--- src/rtl/pet_status_if.sv ---
// pet_status_if
//   Bundles the start accept, the five care-item levels and every pet status
//   output into one connection.
//   master : drives go_start and the item levels, observes the status outputs
//   slave  : the pet_status block itself
interface pet_status_if;
  logic       go_start;
  logic       ballGiven;
  logic       foodGiven;
  logic       broomGiven;
  logic       pillsGiven;
  logic       firstAidGiven;
  logic       hungerenable;
  logic       boredenable;
  logic       sickenable;
  logic       dirtyenable;
  logic       dyingenable;
  logic       zzzsenable;
  logic       deceased;
  logic [6:0] health;
  logic       tick;

  modport master (
    output go_start, ballGiven, foodGiven, broomGiven, pillsGiven, firstAidGiven,
    input  hungerenable, boredenable, sickenable, dirtyenable, dyingenable,
           zzzsenable, deceased, health, tick
  );

  modport slave (
    input  go_start, ballGiven, foodGiven, broomGiven, pillsGiven, firstAidGiven,
    output hungerenable, boredenable, sickenable, dirtyenable, dyingenable,
           zzzsenable, deceased, health, tick
  );
endinterface

--- src/rtl/pet_status.sv ---
// pet_status
//   Pet game-logic stage feeding the display control FSM. Holds hunger,
//   boredom, dirt, sickness and health, ages them on a slow game tick,
//   applies care items (rising edges, honoured only while awake), runs the
//   wake/sleep day cycle and produces registered per-frame request flags.
//
//   Ports
//     clk    : system clock
//     reset  : asynchronous active-low reset
//     bus    : pet_status_if.slave
//              in : go_start, ballGiven, foodGiven, broomGiven, pillsGiven,
//                   firstAidGiven
//              out: hungerenable, boredenable, sickenable, dirtyenable,
//                   dyingenable, zzzsenable, deceased, health[6:0], tick
//
//   Build option
//     PET_SLEEP_EN : when defined, the AWAKE/ASLEEP day cycle is built.
//                    When undefined the pet stays awake until death,
//                    zzzsenable is tied low and AWAKE_TICKS/SLEEP_TICKS are
//                    ignored.
module pet_status #(
  parameter int TICK_DIV     = 50_000_000,
  parameter int NEED_THRESH  = 70,
  parameter int DYING_THRESH = 25,
  parameter int AWAKE_TICKS  = 60,
  parameter int SLEEP_TICKS  = 20
) (
  input logic         clk,
  input logic         reset,
  pet_status_if.slave bus
);

  localparam int              PRE_W     = (TICK_DIV > 1) ? $clog2(TICK_DIV) : 1;
  localparam logic [PRE_W-1:0] PRE_MAX  = PRE_W'(TICK_DIV - 1);
  localparam logic [6:0]      NEED_LVL  = 7'(NEED_THRESH);
  localparam logic [6:0]      DYING_LVL = 7'(DYING_THRESH);
  localparam logic [6:0]      SICK_LVL  = 7'd80;
  localparam logic [6:0]      STAT_MAX  = 7'd100;

`ifdef PET_SLEEP_EN
  localparam int              DAY_MAX    = (AWAKE_TICKS > SLEEP_TICKS) ? AWAKE_TICKS : SLEEP_TICKS;
  localparam int              DAY_W      = (DAY_MAX > 1) ? $clog2(DAY_MAX) : 1;
  localparam logic [DAY_W-1:0] AWAKE_LAST = DAY_W'(AWAKE_TICKS - 1);
  localparam logic [DAY_W-1:0] SLEEP_LAST = DAY_W'(SLEEP_TICKS - 1);
  typedef enum logic [1:0] {S_IDLE = 2'd0, S_AWAKE = 2'd1, S_ASLEEP = 2'd2, S_DEAD = 2'd3} state_t;
`else
  typedef enum logic [1:0] {S_IDLE = 2'd0, S_AWAKE = 2'd1, S_DEAD = 2'd3} state_t;
  logic [31:0] w_unused_cfg;
  assign w_unused_cfg = AWAKE_TICKS ^ SLEEP_TICKS;
`endif

  // Clamp a signed intermediate into the legal stat range 0..100.
  function automatic logic [6:0] clamp100(input logic signed [8:0] v);
    if (v < 9'sd0)        return 7'd0;
    else if (v > 9'sd100) return 7'd100;
    else                  return v[6:0];
  endfunction

  state_t           r_state;
  logic [PRE_W-1:0] r_pre;
  logic [6:0]       r_hunger, r_bored, r_dirt, r_health;
  logic             r_sick;
  logic [4:0]       r_prev;
  logic             r_hunger_en, r_bored_en, r_sick_en, r_dirty_en, r_dying_en;
  logic             r_deceased, r_tick;
`ifdef PET_SLEEP_EN
  logic [DAY_W-1:0] r_day;
  logic             r_zzz_en;
`endif

  // Item vector order: ball, food, broom, pills, firstAid.
  logic [4:0] w_items, w_rise, w_item;
  logic       w_awake, w_live, w_tick, w_age;
  logic [8:0] w_hunger_inc, w_health_dec;
  logic [6:0] w_hunger_t, w_hunger_n, w_bored_t, w_bored_n;
  logic [6:0] w_dirt_t, w_dirt_n, w_health_t, w_health_n;
  logic       w_sick_t, w_sick_n;

  assign w_items = {bus.ballGiven, bus.foodGiven, bus.broomGiven, bus.pillsGiven, bus.firstAidGiven};
  assign w_awake = (r_state == S_AWAKE);
`ifdef PET_SLEEP_EN
  assign w_live  = w_awake || (r_state == S_ASLEEP);
`else
  assign w_live  = w_awake;
`endif
  assign w_tick  = w_live && (r_pre == PRE_MAX);
  // Edges are consumed every cycle, so nothing queues outside AWAKE.
  assign w_rise  = w_items & ~r_prev;
  assign w_item  = w_awake ? w_rise : 5'd0;
  assign w_age   = w_tick && w_awake;

  // Tick arithmetic first (_t), then item arithmetic on top (_n).
  always_comb begin
    w_hunger_inc = w_tick ? (w_awake ? 9'd2 : 9'd1) : 9'd0;
    w_hunger_t   = clamp100({2'b00, r_hunger} + w_hunger_inc);
    // Ball and food combine before a single saturation.
    w_hunger_n   = clamp100({2'b00, w_hunger_t} + (w_item[4] ? 9'd5 : 9'd0)
                            - (w_item[3] ? 9'd40 : 9'd0));
    w_bored_t    = clamp100({2'b00, r_bored} + {8'd0, w_age});
    w_bored_n    = clamp100({2'b00, w_bored_t} - (w_item[4] ? 9'd50 : 9'd0));
    w_dirt_t     = clamp100({2'b00, r_dirt} + {8'd0, w_age});
    w_dirt_n     = w_item[2] ? 7'd0 : w_dirt_t;
    w_sick_t     = r_sick | (w_age && (w_dirt_t >= SICK_LVL));
    w_sick_n     = w_sick_t & ~w_item[1];
    // Health penalties use the stats as they stood before this tick.
    w_health_dec = 9'd0;
    if (w_tick)
      w_health_dec = {8'd0, (r_hunger >= NEED_LVL)} + {8'd0, r_sick}
                   + {8'd0, (r_hunger == STAT_MAX)};
    w_health_t   = clamp100({2'b00, r_health} - w_health_dec);
    w_health_n   = clamp100({2'b00, w_health_t} + (w_item[0] ? 9'd30 : 9'd0));
  end

  always_ff @(posedge clk or negedge reset) begin
    if (!reset) begin
      r_state     <= S_IDLE;
      r_pre       <= '0;
      r_hunger    <= 7'd0;
      r_bored     <= 7'd0;
      r_dirt      <= 7'd0;
      r_sick      <= 1'b0;
      r_health    <= STAT_MAX;
      r_prev      <= 5'd0;
      r_hunger_en <= 1'b0;
      r_bored_en  <= 1'b0;
      r_sick_en   <= 1'b0;
      r_dirty_en  <= 1'b0;
      r_dying_en  <= 1'b0;
      r_deceased  <= 1'b0;
      r_tick      <= 1'b0;
`ifdef PET_SLEEP_EN
      r_day       <= '0;
      r_zzz_en    <= 1'b0;
`endif
    end else begin
      r_prev   <= w_items;
      r_hunger <= w_hunger_n;
      r_bored  <= w_bored_n;
      r_dirt   <= w_dirt_n;
      r_sick   <= w_sick_n;
      r_health <= w_health_n;

      // Prescaler stops as soon as health hits zero so DEAD sees it at 0.
      if (w_live && (r_health != 7'd0))
        r_pre <= w_tick ? '0 : r_pre + 1'b1;
      else
        r_pre <= '0;

      case (r_state)
        S_IDLE: begin
          if (bus.go_start) r_state <= S_AWAKE;
`ifdef PET_SLEEP_EN
          r_day <= '0;
`endif
        end
        S_AWAKE: begin
          if (r_health == 7'd0) begin
            r_state <= S_DEAD;
`ifdef PET_SLEEP_EN
          end else if (w_tick) begin
            if (r_day == AWAKE_LAST) begin
              r_state <= S_ASLEEP;
              r_day   <= '0;
            end else begin
              r_day   <= r_day + 1'b1;
            end
`endif
          end
        end
`ifdef PET_SLEEP_EN
        S_ASLEEP: begin
          if (r_health == 7'd0) begin
            r_state <= S_DEAD;
          end else if (w_tick) begin
            if (r_day == SLEEP_LAST) begin
              r_state <= S_AWAKE;
              r_day   <= '0;
            end else begin
              r_day   <= r_day + 1'b1;
            end
          end
        end
`endif
        default: r_state <= S_DEAD;
      endcase

      // Registered flag outputs, masked outside the live states.
      r_tick      <= w_tick;
      r_hunger_en <= w_live && (r_hunger >= NEED_LVL);
      r_bored_en  <= w_live && (r_bored >= NEED_LVL);
      r_dirty_en  <= w_live && (r_dirt >= NEED_LVL);
      r_sick_en   <= w_live && r_sick;
      r_dying_en  <= w_live && (r_health < DYING_LVL);
      r_deceased  <= (r_state == S_DEAD);
`ifdef PET_SLEEP_EN
      r_zzz_en    <= (r_state == S_ASLEEP);
`endif
    end
  end

  assign bus.hungerenable = r_hunger_en;
  assign bus.boredenable  = r_bored_en;
  assign bus.sickenable   = r_sick_en;
  assign bus.dirtyenable  = r_dirty_en;
  assign bus.dyingenable  = r_dying_en;
  assign bus.deceased     = r_deceased;
  assign bus.health       = r_health;
  assign bus.tick         = r_tick;
`ifdef PET_SLEEP_EN
  assign bus.zzzsenable   = r_zzz_en;
`else
  assign bus.zzzsenable   = 1'b0;
`endif

endmodule
--- src/flat_wrapper.sv ---
// flat-port wrapper written by rule: the top's interface ports become plain ports
module pet_status_flat 
#(
  parameter int TICK_DIV     = 50_000_000,
  parameter int NEED_THRESH  = 70,
  parameter int DYING_THRESH = 25,
  parameter int AWAKE_TICKS  = 60,
  parameter int SLEEP_TICKS  = 20
)
  (clk, reset, bus_go_start, bus_ballGiven, bus_foodGiven, bus_broomGiven, bus_pillsGiven, bus_firstAidGiven, bus_hungerenable, bus_boredenable, bus_sickenable, bus_dirtyenable, bus_dyingenable, bus_zzzsenable, bus_deceased, bus_health, bus_tick);
  pet_status_if bus_i ();
  input logic clk;
  input logic reset;
  input wire logic [$bits(bus_i.go_start)-1:0] bus_go_start;
  input wire logic [$bits(bus_i.ballGiven)-1:0] bus_ballGiven;
  input wire logic [$bits(bus_i.foodGiven)-1:0] bus_foodGiven;
  input wire logic [$bits(bus_i.broomGiven)-1:0] bus_broomGiven;
  input wire logic [$bits(bus_i.pillsGiven)-1:0] bus_pillsGiven;
  input wire logic [$bits(bus_i.firstAidGiven)-1:0] bus_firstAidGiven;
  output wire logic [$bits(bus_i.hungerenable)-1:0] bus_hungerenable;
  output wire logic [$bits(bus_i.boredenable)-1:0] bus_boredenable;
  output wire logic [$bits(bus_i.sickenable)-1:0] bus_sickenable;
  output wire logic [$bits(bus_i.dirtyenable)-1:0] bus_dirtyenable;
  output wire logic [$bits(bus_i.dyingenable)-1:0] bus_dyingenable;
  output wire logic [$bits(bus_i.zzzsenable)-1:0] bus_zzzsenable;
  output wire logic [$bits(bus_i.deceased)-1:0] bus_deceased;
  output wire logic [$bits(bus_i.health)-1:0] bus_health;
  output wire logic [$bits(bus_i.tick)-1:0] bus_tick;
  assign bus_i.go_start = bus_go_start;
  assign bus_i.ballGiven = bus_ballGiven;
  assign bus_i.foodGiven = bus_foodGiven;
  assign bus_i.broomGiven = bus_broomGiven;
  assign bus_i.pillsGiven = bus_pillsGiven;
  assign bus_i.firstAidGiven = bus_firstAidGiven;
  assign bus_hungerenable = bus_i.hungerenable;
  assign bus_boredenable = bus_i.boredenable;
  assign bus_sickenable = bus_i.sickenable;
  assign bus_dirtyenable = bus_i.dirtyenable;
  assign bus_dyingenable = bus_i.dyingenable;
  assign bus_zzzsenable = bus_i.zzzsenable;
  assign bus_deceased = bus_i.deceased;
  assign bus_health = bus_i.health;
  assign bus_tick = bus_i.tick;
  pet_status #(.TICK_DIV(TICK_DIV), .NEED_THRESH(NEED_THRESH), .DYING_THRESH(DYING_THRESH), .AWAKE_TICKS(AWAKE_TICKS), .SLEEP_TICKS(SLEEP_TICKS)) u_core (.clk(clk), .reset(reset), .bus(bus_i));
endmodule
--- config.mk ---
export PLATFORM = sky130hd
export DESIGN_NAME = pet_status_flat
export DESIGN_NICKNAME = d
export VERILOG_FILES = /design/src/rtl/pet_status_if.sv /design/src/rtl/pet_status.sv /design/src/flat_wrapper.sv
export SDC_FILE = /design/constraint.sdc
export NUM_CORES = 1
export LEC_CHECK = 0
export CORE_ASPECT_RATIO = 1.5
export CORE_MARGIN = 1
export CORE_UTILIZATION = 30
export CTS_BUF_LIST = sky130_fd_sc_hd__clkbuf_16
export DETAILED_ROUTE_END_ITERATION = 16
export DONT_BUFFER_PORTS = 1
export PLACE_DENSITY = 0.48
export SKIP_CTS_REPAIR_TIMING = 1
export SLEW_MARGIN = 30
export SYNTH_ARGS = -nofsm -noshare
export SYNTH_HDL_FRONTEND = slang
export SYNTH_SLANG_ARGS = --single-unit
export TNS_END_PERCENT = 100
--- constraint.sdc ---
create_clock -name clk -period 8.3 [get_ports clk]
set_input_delay 2.075 -clock clk [delete_from_list [all_inputs] [get_ports clk]]
set_output_delay 2.075 -clock clk [all_outputs]
set_load 0.01 [all_outputs]
==> impl_metrics.yaml <==
cts:
  htreeDepth: 3
  clock_sinks: 69
  cts_tree: "yes"
  cts.clk_slew.worst_paths_ns: 0.06
  cts_buffers: 9
  clockBufferDepth: 2
  insertion_delay_ns: 0.34
  root_buffer: "clkbuf_16"
yosys:
  synthXorXnorAreaFrac_pct: 8.32
  yosys.area_share.simple_pct: 23.8
  yosysSeqAreaShare_pct: 36.5
  synth_edf_count: 0
  synth_top_cell_by_area: "dfrtp_1"
  yosys_warnings: 0
  synth_compound_area_share_pct: 15.0
  synth_cell_types: 62
  ys_ff_latch: 69
  synthFlopType: "dfrtp_1"
  synth_area_um2: 4730
  muxShareOfSynthArea_pct: 1.80
  netlist.area_leader.share_pct: 34.9
  synth_top_family_by_area: "simple AND/OR/NAND/NOR gates"
  synthAdderAreaFrac_pct: 10.7
  avgSynthCellArea_um2: 8.80
  async_flop_share_pct: 100
  synth_cells: 538
  ys_top_cells_by_area: "dfrtp_1 (35%), ha_1 (9.0%), nor2_1 (6.5%)"
floorplan:
  initial_core_util_pct: 31.0
  ios: 23
  die_x_um: 105
  coreArea_um2: 15300
  dieArea_um2: 16300
  row_count: 55
  die_y_um: 156
layout:
  antenna_cells: 0
  drive_gt1_share_pct: 5.36
  postLayoutCoreUtil_pct: 34.4
  num-fill-cells: 1601
  register_area_um2: 1730
  nets: 582
  postLayoutCellArea_um2: 5250
  area_growth_pct: 10.9
  fin_cells: 740
  multi_input_area_um2: 2830
routing:
  postRouteAntennaNets: 0
  vias_per_cell: 5.02
  wl_per_cell_um: 14.3
  num_vias: 3715
  drt-pass1-iter-count: 4
  drc: 0
  routed_wl_um: 10600
  drt_iter0_markers: 125
critical_path:
  crit_fanout: 8
  worst_setup_path_end_kind: "flip-flop"
  startpoint_type: "flip-flop"
  cp.required_ns: 8.51
  arrival_ns: 5.85
  critPathKind: "reg -> reg"
power:
  power.leakage_nw: 2.25
  max-vdd-ir-drop_mv: 0.235
  power_density_nw_per_um2: 329
place:
  dpl_cell_area_um2: 4910
  portBuffers: 0
  gp_routability_congestion: 0.828
  dp.cells: 724
  hpwlAfterDp_um: 7910
timing:
  tns_ns: 0
  post-route-period-util_pct: 68.0
  worst_slew_pin_slew_ns: 0.894
  skew_ns: 0.00541
  slew_headroom_pct: 40.4
  hold_violations: 0
  setup_violations: 0
  slew_violations: 0
  max_freq_mhz: 177
  rsz0062_at_grt: "no"
  fin_crit_ns: 5.64
global_route:
  grt_pass1_vias: 3708
  grt_overflow: 0
  grt_antenna_before_repair: 0
  grt_max_degree: 70
  grt_pass1_wl_um: 17900
  grtUsageTotal_pct: 13.9
run:
  cap_violations: 0
hold_path:
  min_path_type: "reg -> reg"
status:
  outcome: "finished clean"
power breakdown:
part / leakage [nW] / internal (mW) / switching, mW
combinational: 1.18 / 0.326 / 0.466
sequential: 0.907 / 0.402 / 0.0954
clock: 0.161 / 0.292 / 0.149
total: 2.25 / 1.02 / 0.710
metal layers:
metal / share of wire [%] / GRT usage, %
met3: 3.5 / 3.68
met4: 2.0 / 5.70
met1: 42 / 15.7
met2: 52 / 24.6
met5: 0 / 0
stage by stage:
step / hold WS [ns] / power, mW / setup WS [ns]
3_3_place_gp: 0.459 / 1.29 / 2.56
3_5_place_dp: 0.475 / 1.30 / 2.64
2_1_floorplan: 0.448 / 1.13 / 3.33
6_report: 0.479 / 1.73 / 2.66
4_1_cts: 0.482 / 1.75 / 2.55
5_1_grt: 0.515 / 1.88 / 1.90
cells in the mapped netlist, drive strengths merged, types with 3 or more instances:
master / n
or3: 8
xnor2: 25
nand3: 16
a31oi: 5
nand2b: 8
o22a: 3
nor4: 5
o211ai: 4
o22ai: 4
nor2: 82
mux2i: 7
a211oi: 8
clkbuf: 6
xor2: 20
ha: 34
buf: 8
a2111oi: 4
nand4: 4
o21a: 8
nor2b: 15
o21ai: 17
and2: 8
a21oi: 22
a21o: 5
dfrtp: 66
nor3: 14
fa: 4
and3: 10
dfstp: 3
or2: 5
nand2: 52
o21bai: 3
inv: 28
worst max-delay path: stages, from the launching register on:
cell	delay [ns]
dfrtp_1	0.38
ha_1	0.19
and3_1	0.21
and3_1	0.23
and3_1	0.41
inv_1	0.17
nor2_1	0.14
ha_1	0.17
inv_1	0.05
fa_1	0.42
a211oi_1	0.63
xnor2_1	0.17
nand3_1	0.14
a21oi_1	0.05
o21ai_1	0.24
nor2_1	0.08
ha_1	0.22
fa_1	0.41
a21o_1	0.20
a21oi_1	0.29
xor2_1	0.21
nor2b_1	0.13
a2111oi_0	0.38
flip-flops by register name, summed over array words and instances, names as in the netlist:
signal	flops
u_core.bus.dyingenable	1
u_core.bus.deceased	1
u_core.r_hunger	7
u_core.r_pre	26
u_core.bus.tick	1
u_core.bus.sickenable	1
u_core.bus.dirtyenable	1
u_core.bus.boredenable	1
u_core.r_prev	5
u_core.r_bored	7
u_core.r_dirt	7
u_core.r_sick	1
u_core.r_state	2
u_core.bus.hungerenable	1
u_core.bus.health	7
worst paths after layout:
kind / slack [ns] / startpoint / endpoint / depth (start not counted)
setup / recovery: 2.66 / u_core.r_pre[0] / u_core.bus.health[0] / 22
hold / removal: 0.48 / u_core.r_pre[0] / u_core.r_pre[0] / 1
setup reg to reg: 2.66 / u_core.r_pre[0] / u_core.bus.health[0] / 22
hold reg to reg: 0.48 / u_core.r_pre[0] / u_core.r_pre[0] / 1
max in group asynchronous: 6.70 / reset / u_core.bus.health[2] / 0
min in group asynchronous: 1.43 / reset / u_core.bus.health[4] / 0
placed cells by master, fill, tap and decap left out, types with 5 or more instances in the layout:
| cell type | count |
|---|---|
| mux2i_1 | 7 |
| a211oi_1 | 8 |
| xnor2_1 | 25 |
| nand3_1 | 16 |
| nor2b_1 | 15 |
| xor2_1 | 20 |
| or3_1 | 8 |
| a31oi_1 | 5 |
| nor4_1 | 5 |
| nor3_1 | 14 |
| ha_1 | 34 |
| clkbuf_16 | 9 |
| nand2_1 | 52 |
| inv_1 | 28 |
| o21ai_0 | 15 |
| o21a_1 | 8 |
| dfrtp_1 | 66 |
| a21oi_1 | 21 |
| nor2_1 | 82 |
| and2_1 | 6 |
| nand2b_1 | 8 |
| and3_1 | 10 |
| a21o_1 | 5 |
layout make-up:
type	instances	share of cell area (%)
well taps	199	4.74
multi-input cells	428	53.8
inverters	28	2.00
clock inverters	7	2.17
clock buffers	9	4.29
flip-flops and latches	69	33.0
cell families (layout without fill, tap and decap cells):
logic type	after synthesis	count (layout)
AOI/OAI and AO/OA	99	99
xor gates and xnor gates	45	45
adders and majority gates	38	38
buffers and inverters	42	44
DFF	69	69
muxes	8	8
other	1	2
and+or+nand+nor	236	236
No activity file was read; power rests on OpenSTA's default activity.
